File: src/rtl/vga_text_pkg.sv
// Shared constants for the 40x30 text-cell RAM: geometry, control codes and writer states.
// The display-side address generator uses the same geometry and cell_addr().
package vga_text_pkg;

  localparam int COLS   = 40;
  localparam int ROWS   = 30;
  localparam int ADDR_W = 11;
  localparam int CELLS  = COLS * ROWS;

  localparam logic [7:0] BLANK = 8'h20;

  localparam logic [6:0] CH_BS = 7'h08;
  localparam logic [6:0] CH_LF = 7'h0A;
  localparam logic [6:0] CH_FF = 7'h0C;
  localparam logic [6:0] CH_CR = 7'h0D;

  localparam logic [5:0]        LAST_COL  = 6'(COLS - 1);
  localparam logic [4:0]        LAST_ROW  = 5'(ROWS - 1);
  localparam logic [ADDR_W-1:0] ROW1_ADDR = ADDR_W'(COLS);
  localparam logic [ADDR_W-1:0] LAST_ADDR = ADDR_W'(CELLS - 1);

  typedef enum logic [2:0] {
    ST_IDLE,
    ST_SC_RD,
    ST_SC_WAIT,
    ST_SC_WR,
    ST_CLR_ROW,
    ST_CLR_ALL
  } text_state_t;

  function automatic logic [ADDR_W-1:0] cell_addr(input logic [4:0] row, input logic [5:0] col);
    return ADDR_W'(row) * ADDR_W'(COLS) + ADDR_W'(col);
  endfunction

endpackage

File: src/rtl/vga_text_writer.sv
// Writer side of the text-cell RAM: byte stream in, glyph writes, wrap, scroll and clear on port B.
// state      | meaning
// ST_IDLE    | accepting bytes (after reset, one cycle here before the power-on clear)
// ST_SC_RD   | scroll: present source address
// ST_SC_WAIT | scroll: RAM read latency
// ST_SC_WR   | scroll: write read data to destination
// ST_CLR_ROW | blank the bottom row after a scroll
// ST_CLR_ALL | blank the whole screen
module vga_text_writer
  import vga_text_pkg::*;
#(
  parameter bit CLEAR_ON_RESET = 1'b1
) (
  input  logic              clock,
  input  logic              reset,
  input  logic              char_valid,
  input  logic [7:0]        char_data,
  output logic              char_ready,
  output logic [ADDR_W-1:0] mem_addr,
  output logic              mem_we,
  output logic [7:0]        mem_wdata,
  input  logic [7:0]        mem_rdata,
  output logic [5:0]        cursor_col,
  output logic [4:0]        cursor_row,
  output logic              busy
);

  text_state_t       state, state_nx;
  logic              init_pend, init_nx;
  logic [5:0]        col, col_nx;
  logic [4:0]        row, row_nx;
  logic [ADDR_W-1:0] src, src_nx;
  logic [ADDR_W-1:0] dst, dst_nx;
  logic [ADDR_W-1:0] addr_nx;
  logic              we_nx;
  logic [7:0]        wdata_nx;
  logic              newline;
  logic [6:0]        code;
  logic              printable;

  assign code       = char_data[6:0];
  assign printable  = (code >= 7'h20) && (code <= 7'h7E);
  // init_pend holds off acceptance for the single cycle before the power-on clear
  assign char_ready = (state == ST_IDLE) && !reset && !init_pend;
  assign busy       = (state != ST_IDLE);
  assign cursor_col = col;
  assign cursor_row = row;

  always_comb begin
    state_nx = state;
    init_nx  = init_pend;
    col_nx   = col;
    row_nx   = row;
    src_nx   = src;
    dst_nx   = dst;
    addr_nx  = mem_addr;
    we_nx    = 1'b0;
    wdata_nx = mem_wdata;
    newline  = 1'b0;
    case (state)
      ST_IDLE: begin
        if (init_pend) begin
          init_nx  = 1'b0;
          dst_nx   = '0;
          state_nx = ST_CLR_ALL;
        end else if (char_valid) begin
          if (printable) begin
            we_nx    = 1'b1;
            addr_nx  = cell_addr(row, col);
            wdata_nx = char_data;
            if (col < LAST_COL) begin
              col_nx = col + 6'd1;
            end else begin
              col_nx  = '0;
              newline = 1'b1;
            end
          end else if (code == CH_LF) begin
            col_nx  = '0;
            newline = 1'b1;
          end else if (code == CH_CR) begin
            col_nx = '0;
          end else if (code == CH_BS) begin
            if (col != '0) col_nx = col - 6'd1;
          end else if (code == CH_FF) begin
            col_nx   = '0;
            row_nx   = '0;
            dst_nx   = '0;
            state_nx = ST_CLR_ALL;
          end
          if (newline) begin
            if (row < LAST_ROW) begin
              row_nx = row + 5'd1;
            end else begin
              src_nx   = ROW1_ADDR;
              dst_nx   = '0;
              state_nx = ST_SC_RD;
            end
          end
        end
      end
      ST_SC_RD: begin
        addr_nx  = src;
        state_nx = ST_SC_WAIT;
      end
      ST_SC_WAIT: state_nx = ST_SC_WR;
      ST_SC_WR: begin
        we_nx    = 1'b1;
        addr_nx  = dst;
        wdata_nx = mem_rdata;
        src_nx   = src + ADDR_W'(1);
        dst_nx   = dst + ADDR_W'(1);
        // dst lands on the first bottom-row cell, ready for ST_CLR_ROW
        state_nx = (src == LAST_ADDR) ? ST_CLR_ROW : ST_SC_RD;
      end
      ST_CLR_ROW, ST_CLR_ALL: begin
        we_nx    = 1'b1;
        addr_nx  = dst;
        wdata_nx = BLANK;
        dst_nx   = dst + ADDR_W'(1);
        if (dst == LAST_ADDR) state_nx = ST_IDLE;
      end
      default: state_nx = ST_IDLE;
    endcase
  end

  always_ff @(posedge clock) begin
    if (reset) begin
      state     <= ST_IDLE;
      init_pend <= CLEAR_ON_RESET;
      col       <= '0;
      row       <= '0;
      src       <= '0;
      dst       <= '0;
      mem_addr  <= '0;
      mem_we    <= 1'b0;
      mem_wdata <= '0;
    end else begin
      state     <= state_nx;
      init_pend <= init_nx;
      col       <= col_nx;
      row       <= row_nx;
      src       <= src_nx;
      dst       <= dst_nx;
      mem_addr  <= addr_nx;
      mem_we    <= we_nx;
      mem_wdata <= wdata_nx;
    end
  end

endmodule

File: config.mk
export PLATFORM = sky130hd
export DESIGN_NAME = vga_text_writer
export DESIGN_NICKNAME = d
export VERILOG_FILES = /design/src/rtl/vga_text_pkg.sv /design/src/rtl/vga_text_writer.sv
export SDC_FILE = /design/constraint.sdc
export NUM_CORES = 1
export LEC_CHECK = 0
export ABC_AREA = 1
export CAP_MARGIN = 30
export CORE_MARGIN = 10
export CORE_UTILIZATION = 47
export DETAILED_ROUTE_END_ITERATION = 7
export GPL_TIMING_DRIVEN = 0
export PLACE_DENSITY = 0.7
export SLEW_MARGIN = 40
export SYNTH_ARGS = -nofsm -noshare
export SYNTH_HDL_FRONTEND = slang
export SYNTH_SLANG_ARGS = --single-unit
File: constraint.sdc
create_clock -name clock -period 3.44 [get_ports clock]
set_input_delay 0.344 -clock clock [delete_from_list [all_inputs] [get_ports clock]]
set_output_delay 0.344 -clock clock [all_outputs]
set_load 0.1 [all_outputs]
Yosys cells after proc, flatten, opt, wreduce, memory -nomap -nowiden
Cells that the tools add are included.
{ "op_classes": {"eq_ne": 19, "reduce_logical": 22, "n_mux": 59, "order_cmp": 4, "n_mul": 1, "addsub": 6, "bitwise": 1} }
{ "ops": {"columns": ["cell", "count"], "rows": [
  ["$mux W11", 16],
  ["$pmux W11 S2", 2],
  ["$mux W6", 7],
  ["$mux W5", 7],
  ["$mux W3", 11],
  ["$pmux W11 S3", 1],
  ["$eq A7 B4 Y1 const B", 4],
  ["$mux W8", 3],
  ["$pmux W8 S3", 1],
  ["$add A11 B1 Y11 const B", 2],
  ["$eq A11 B11 Y1 const B", 2],
  ["$pmux W3 S5", 1],
  ["$add A11 B6 Y11", 1],
  ["$ne A2 B2 Y1 const B", 5],
  ["$reduce_and A5 Y1", 2],
  ["$mux W1", 9],
  ["$reduce_bool A3 Y1", 3],
  ["$mul A5 B3 Y8 const B", 1],
  ["$reduce_and A4 Y1", 2],
  ["$ge A7 B6 Y1 const B", 1],
  ["$le A7 B7 Y1 const B", 1],
  ["$add A6 B1 Y6 const B", 1],
  ["$eq A3 B2 Y1 const B", 2],
  ["$eq A3 B3 Y1 const B", 2],
  ["20 further kinds", 25]
]} }
{ "totals": {"register_bits": 57, "elab_cells": 121, "output_inout_bits": 33, "inputBits": 19} }

Logic depth before layout (Yosys ltp)
Gate-level depths: netlist (run 1).
{ "logic_depth": {"ltp_word": 11, "depth_mapped": 12, "mapped_depth_nobuf": 12} }

Worst setup path before layout (run 1)
Ideal clock, no wire load.
{ "synth_path": {"kind": "register to output", "startpoint": "register state[1]", "endpoint": "output port char_ready", "path_buffers": 0, "path_slack_ns": -0.183, "path_stages_with_launch": 4, "t_required_ns": 3.096, "t_arrival_ns": 3.279, "cell_sequence": "dfxtp_1 > nor3_4 > inv_1 > nor3_1"} }
{ "synth_via": {"elab_chain_len": 3} }
{ "synth_rtl": {"columns": ["element", "line_no", "rtl"], "rows": [
  ["from (decl)", "vga_text_writer.sv:28", "text_state_t state, state_nx;"],
  ["from (signal assigned)", "vga_text_writer.sv:138", "state <= state_nx;"],
  ["$logic_not A3 Y1", "vga_text_writer.sv:44", "assign char_ready = (state == ST_IDLE) && !reset && !init_pend;"],
  ["$logic_and A1 B1 Y1 (2 in a row)", "vga_text_writer.sv:44", null],
  ["to (decl)", "vga_text_writer.sv:18", "output logic char_ready,"]
]} }
Every way passes these cells.

Worst setup path in the final report (run 1)
{ "layout_path": {"startpoint": "register row[1] (netlist: cursor_row[1])", "endpoint": "register mem_addr[9]"} }
{ "layout_via": {"elab_chain_len": 6} }
{ "layout_rtl": {"columns": ["element", "line_no", "rtl"], "rows": [
  ["from (decl)", "vga_text_writer.sv:31", "logic [4:0] row, row_nx;"],
  ["from (signal assigned)", "vga_text_writer.sv:141", "row <= row_nx;"],
  ["$mul A5 B3 Y8", "vga_text_pkg.sv:32", "return ADDR_W'(row) * ADDR_W'(COLS) + ADDR_W'(col);"],
  ["$add A11 B6 Y11", "vga_text_pkg.sv:32", null],
  ["$mux W11", "vga_text_writer.sv:67", "if (printable) begin"],
  ["$mux W11", "vga_text_writer.sv:66", "end else if (char_valid) begin"],
  ["$mux W11", "vga_text_writer.sv:62", "if (init_pend) begin"],
  ["$pmux W11 S3", "vga_text_writer.sv:60", "case (state)"],
  ["to (signal assigned)", "vga_text_writer.sv:144", "mem_addr <= addr_nx;"],
  ["to (decl)", "vga_text_writer.sv:19", "output logic [ADDR_W-1:0] mem_addr,"]
]} }
Every way passes these cells. The select of a mux whose other input is x is not followed.
A chain may end at the register's enable or synchronous reset.

==> results of run 1 <==
-- stage by stage --
| stage | setup WS, ns | cell area, um^2 | hold slack (ns) |
|---|---|---|---|
| after global routing | 0.8359 | 4367 | 0.5035 |
| after floorplan | 0.5388 | 3697 | 0.4523 |
| after CTS | 1.035 | 4367 | 0.4884 |
| after detailed placement | 1.103 | 4170 | 0.4711 |
| after global placement | 0.5997 | 4335 | 0.4614 |
| final | 1.027 | 4367 | 0.4816 |
-- power by group --
group	total, mW	switching (mW)	internal, mW
registers	0.958	0.133	0.825
clock network	0.636	0.285	0.352
logic	2.28	1.78	0.501
total	3.88	2.20	1.68
-- metal layers --
metal | share of wire, % | global-route usage (%) | vias to the layer above
met4 | 1.5 | 6.309 | 0
met5 | 0 | 0 | -
met2 | 47 | 29.53 | 107
met3 | 5.3 | 3.599 | 20
met1 | 47 | 23.84 | 1787
li1 | - | - | 1951
-- worst register-to-register path, cell delays in order (launching register included) --
cell     delay, ns
dfxtp_1       0.50
ha_1          0.30
ha_1          0.22
inv_1         0.07
fa_1          0.45
or2_2         0.33
nor2_1        0.12
xor2_1        0.15
nand2_1       0.07
a21oi_1       0.14
-- sequential cells by signal (all words and copies together) (netlist names) --
register and cells:
mem_we 1, mem_wdata 8, src 11, cursor_row 5, state 3, init_pend 1
dst 11, cursor_col 6, mem_addr 11
-- cell usage in the layout, fill, tap and decap left out, types with 5 or more instances in the layout --
master	Yosys	routed
a21oi_1	55	55
buf_2	3	36
buf_6	5	5
clkbuf_1	4	5
clkbuf_8	0	10
clkdlybuf4s50_1	0	18
dfxtp_1	57	57
ha_1	15	15
inv_1	64	64
inv_2	5	5
nand2_1	102	102
nand2_2	7	7
nand3_1	31	31
nand4_1	9	9
nor2_1	70	70
nor3_1	9	8
o21ai_0	56	56
or2_2	6	6
xor2_1	7	7
-- worst min path at each step --
stage            startpoint      endpoint  slack (ns)  cells past startpoint
3_5_place_dp   mem_wdata[3]  mem_wdata[3]        0.47                      2
3_3_place_gp   mem_wdata[7]  mem_wdata[7]        0.46                      2
6_report       mem_wdata[3]  mem_wdata[3]        0.48                      2
5_1_grt        mem_wdata[3]  mem_wdata[3]        0.50                      2
2_1_floorplan       src[10]       src[10]        0.45                      2
4_1_cts        mem_wdata[3]  mem_wdata[3]        0.49                      2
-- cell type report --
class	count	area share, %
buffer	14	2.235
inverter	69	5.931
sequential	57	26.13
clock inverter	5	1.261
timing repair buffer	51	7.908
clock buffer	11	3.238
multi-input combinational	410	50.37
tap	102	2.923
-- kinds of logic after synthesis --
group                    Yosys count
flip-flops                        57
XOR/XNOR                           7
AO/OA/AOI/OAI                    131
buffers and inverters             83
adder cells (fa/ha/maj)           17
AND/OR/NAND/NOR                  255
==> summary.txt, run 1 <==
dominant cells by area after synthesis - dfxtp_1 31%, nand2_1 10%, o21ai_0 7.6%
Power Total - 3.876 mW
clk root buf - clkbuf_8
crit-path cells - ha_1 > ha_1 > inv_1 > fa_1 > or2_2 > nor2_1 > xor2_1 > nand2_1 > a21oi_1
Post-synth top cells - 102 x nand2_1, 70 x nor2_1, 64 x inv_1
final setup TNS - 0 ns
Detail Placement HPWL - 7966 um
R2R Setup Slk - 1.03 ns
clk_skew - 0.009716 ns
Synth Cell Area - 3692 um^2
Setup crit end - mem_addr[9]
CTS clk-pin slew, worst paths - 0.07 ns
reg2reg end - mem_addr[9]
fraction of the mapped netlist area in adder cells - 6.167%
Layout area overhead - 18.27%
initial antenna violation count - 0
crit-path most repeated cell - ha_1
Post-synth EDFFs - 0
diodes inserted - 0
RSZ-0062 raised after global routing - false
complex-gate fraction of the synthesized area - 19.28%
CP top delay family - adder cells
MaxCap Viol Count - 0
I/O Pins - 52
WP depth - 9
count of input and output buffers - 51
Period minus WS final - 2.413 ns
Crit. Startpoint - cursor_row[1]
clk sinks - 57
register area - 1141 um^2
slowest CP cell - dfxtp_1
Initial Util - 48.03%
Core ar. - 7687 um^2
outcome - completed
Hold Path Class - flip-flop to flip-flop
Multi-input gate area - 2200 um^2
DRT Pass-1 Iters - 5
fraction of layout instances using a drive strength above 1 - 15.40%
Rel. slew slack - 58.29%
Max Freq - 414.4 MHz
CP Capture Type - flip-flop
Cells after DPL - 703
CP Buf/Inv Count - 1
ys flop type - dfxtp_1
CP Max Fanout - 8
largest family of logic cells by synthesized area - simple AND/OR/NAND/NOR gates
critical path class - flip-flop to flip-flop
count leader, synth - nand2_1
Seq cells post-synth - 57
post-synthesis async set-or-reset flop share - 0%
Initial DRC Count - 218
die width - 108.6 um
Core Util, Final - 56.80%
Worst EP required - 3.71 ns
GP Congestion - 0.8896
Setup Buffers After CTS - 0
Routed WL per cell - 14.75 um
Slew @ Worst Pin - 0.6256 ns
FILL cells - 779
Avg Synthesized Cell Area - 6.713 um^2
Register-to-Register Path Depth - 9
Post-Layout Cell Count - 719
Placement Rows - 32
post-route ant nets - 0
Mapped Nets - 586
TritonCTS clock tree - yes
DR vias - 3865
CP startpoint kind - flip-flop
share of the synthesized area in the top cell type - 30.90%
GR Util All Layers - 18.29%
Max VDD drop - 0.7362 mV
Die Span Y - 108.6 um
Synth Area in Simple Gates - 32.33%
first-pass GRT wire length - 17350 um
Hold Fails Final Rpt - 0
vias in the first global route - 3561
delay of the slowest critical-path stage - 0.50 ns
Cell Pwr Density - 887.7 nW/um^2
Clk Latency, worst-skew pair - 0.34 ns
# nets final - 648
largest net degree at the start of global routing - 11
Tcrit/Tclk final - 70.15%
CTS Buffer Depth - 2
LEAKAGE - 1.861 nW
Synth Warn # - 0
drt drc - 0
final setup fails - 0
sequential fraction of the synthesis area - 30.90%
DIE AREA - 11800 um^2
Inserted Clock Buffers - 9
vias per cell - 5.376
Critical Path AT - 2.68 ns
Pins Over Slew Limit - 0
Synth area leader - dfxtp_1
origin of the critical flop-to-flop path - cursor_row[1]
hold_buf cts - 0
H-tree Lvls - 3
Mapped Cells - 550
Synth Area in XOR/XNOR - 1.660%
Netlist cell types - 43
post-cts sizing count - 0
wirelength, routed - 10610 um
post-synthesis mux area share - 0%
GR Overflow Total - 0
Note: power is estimated with default switching activity, not from simulation.
==> inputs of run 2 (changes only) <==
--- a/config.mk
+++ b/config.mk
@@ -11,7 +11,7 @@
 export CORE_UTILIZATION = 47
 export DETAILED_ROUTE_END_ITERATION = 7
 export GPL_TIMING_DRIVEN = 0
-export PLACE_DENSITY = 0.7
+export PLACE_DENSITY = 0.73
 export SLEW_MARGIN = 40
 export SYNTH_ARGS = -nofsm -noshare
 export SYNTH_HDL_FRONTEND = slang
==> constraint.sdc (replaced) <==
create_clock -name clock -period 1.93 [get_ports clock]
set_input_delay 0.193 -clock clock [delete_from_list [all_inputs] [get_ports clock]]
set_output_delay 0.193 -clock clock [all_outputs]
set_load 0.1 [all_outputs]
==> summary.txt, run 2 (synthesized netlist as in run 1, its figures left out) <==
outcome - finished, violations left
failing checks - negative setup slack
fraction of layout instances using a drive strength above 1 - 20.87% (+5.5 points)
H-tree Lvls - 3 (unchanged)
Detail Placement HPWL - 8187 um (+2.8%)
Tcrit/Tclk final - 103.6% (+33 points)
clk_skew - 0.01169 ns (+0.001972 ns)
GR Overflow Total - 0 (unchanged)
post-route ant nets - 0 (unchanged)
LEAKAGE - 1.918 nW (+3.1%)
Inserted Clock Buffers - 9 (unchanged)
I/O Pins - 52 (unchanged)
CP Max Fanout - 5 (-3)
CTS Buffer Depth - 2 (unchanged)
Max VDD drop - 1.318 mV (+79%)
count of input and output buffers - 51 (unchanged)
DIE AREA - 11800 um^2 (unchanged)
drt drc - 0 (unchanged)
CP startpoint kind - flip-flop
RSZ-0062 raised after global routing - true
DRT Pass-1 Iters - 6 (+1)
Hold Fails Final Rpt - 0 (unchanged)
first-pass GRT wire length - 17720 um (+2.1%)
wirelength, routed - 11110 um (+4.7%)
final setup TNS - -0.07568 ns (-0.07568 ns)
Routed WL per cell - 15.32 um (+3.9%)
largest net degree at the start of global routing - 11 (unchanged)
GR Util All Layers - 18.81% (+0.52 points)
clk root buf - clkbuf_8
Layout area overhead - 23.79%
Core Util, Final - 59.46% (+2.7 points)
placed instance area - 4280 um^2 (+2.6%)
hold_buf cts - 0 (unchanged)
CTS clk-pin slew, worst paths - 0.06 ns (about the same)
clk sinks - 57 (unchanged)
Die Span Y - 108.6 um (unchanged)
Hold Path Class - flip-flop to flip-flop
final setup fails - 2 (+2)
GP Congestion - 0.8551 (-3.9%)
Max Freq - 500.1 MHz (+21%)
vias per cell - 5.394 (+0.35%)
Placement Rows - 32 (unchanged)
top flop regs - dst x11, mem_addr x11, src x11
Slew @ Worst Pin - 0.7665 ns (+0.1408 ns)
final worst slack - -0.06942 ns (-1.096 ns)
Period minus WS final - 1.999 ns (-0.4138 ns)
Worst EP required - 2.21 ns (-1.50 ns)
die width - 108.6 um (unchanged)
DR vias - 3911 (+1.2%)
most common cell after layout, fill and taps aside - nand2_1
Core ar. - 7687 um^2 (unchanged)
Rel. slew slack - 48.90% (-9.4 points)
Pins Over Slew Limit - 0 (unchanged)
Power Total - 6.949 mW (+79%)
Initial Util - 48.03% (unchanged)
CP Capture Type - flip-flop
initial antenna violation count - 0 (unchanged)
critical path class - flip-flop to flip-flop
vias in the first global route - 3630 (+1.9%)
most frequent cells in the layout - 100 x nand2_1, 67 x nor2_1, 62 x inv_1
# nets final - 654 (+0.93%)
Initial DRC Count - 300 (+38%)
Final Instance Area - 4571 um^2 (+4.7%)
TritonCTS clock tree - yes
Clk Latency, worst-skew pair - 0.35 ns (about the same)
MaxCap Viol Count - 0 (unchanged)
Critical Path AT - 2.28 ns (-0.40 ns)
Cell Pwr Density - 1520 nW/um^2 (+71%)
diodes inserted - 0 (unchanged)
run 2: changes by cell type in the layout (fill, tap and decap cells not counted), sizes merged:
| cell | before | now |
|---|---|---|
| buf | 43 | 49 |
| bufinv | 1 | 0 |
| clkinv | 2 | 4 |
| clkinvlp | 2 | 1 |
run 2: layout make-up:
type,instances,area [um^2]
clock buffers,11,162.7
plain buffers,14,97.59
multi-input cells,410,2322
inverters,69,259.0
well taps,102,127.6
fillers,756,3117
clock inverters,5,27.53
repair buffers,57,396.6
flip-flops and latches,57,1177
run 2: routing by layer:
layer	track usage (%)	routed length [um]	up-vias
li1	-	-	1947
met1	25.80	5288	1805
met2	27.89	4810	146
met3	4.130	841	13
met4	7.815	170	0
met5	0	0	-
run 2: through the flow:
step / setup slack (ns) / hold slack (ns) / instances
after CTS: -0.09456 / 0.4836 / 720
after floorplan: -0.2874 / 0.3402 / 550
after global placement: -0.7282 / 0.4608 / 703
final: -0.06942 / 0.4770 / 725
after global routing: -0.1704 / 0.5129 / 725
after detailed placement: -0.2164 / 0.4678 / 703
run 2: critical path, stage by stage, from the launching register on:
cell and delay, ns:
dfxtp_4 0.37, ha_4 0.25, ha_4 0.16, inv_2 0.04, fa_2 0.43, or2_4 0.26
nor2_4 0.10, xor2_1 0.14, nand2_1 0.06, a21oi_1 0.11
run 2: where the power goes:
group | total [mW] | switching (mW) | internal [mW]
Clock | 1.10 | 0.527 | 0.570
Sequential | 1.73 | 0.256 | 1.47
Combinational | 4.12 | 3.20 | 0.929
run 2: repair_timing:
action                                  in CTS  in global routing
endpoints found under the setup margin       2                 23
buffers inserted                             1                  5
resized for setup                            1                 12
pin swaps                                    1                  1
run 2: final timing paths:
path / from / cells after the start / slack (ns) / end
max: cursor_row[3] / 9 / -0.07 / mem_addr[9]
min reg2reg: mem_wdata[2] / 2 / 0.48 / mem_wdata[2]
max reg2reg: cursor_row[3] / 9 / -0.07 / mem_addr[9]
min: mem_wdata[2] / 2 / 0.48 / mem_wdata[2]
==> inputs of run 3 (changes only) <==
--- a/config.mk
+++ b/config.mk
@@ -11,6 +11,7 @@
 export CORE_UTILIZATION = 47
 export DETAILED_ROUTE_END_ITERATION = 7
 export GPL_TIMING_DRIVEN = 0
+export HOLD_SLACK_MARGIN = 0.15
 export PLACE_DENSITY = 0.73
 export SLEW_MARGIN = 40
 export SYNTH_ARGS = -nofsm -noshare
==> results of run 3 <==
Final layout, timing and power as in run 2 (identical DEF).
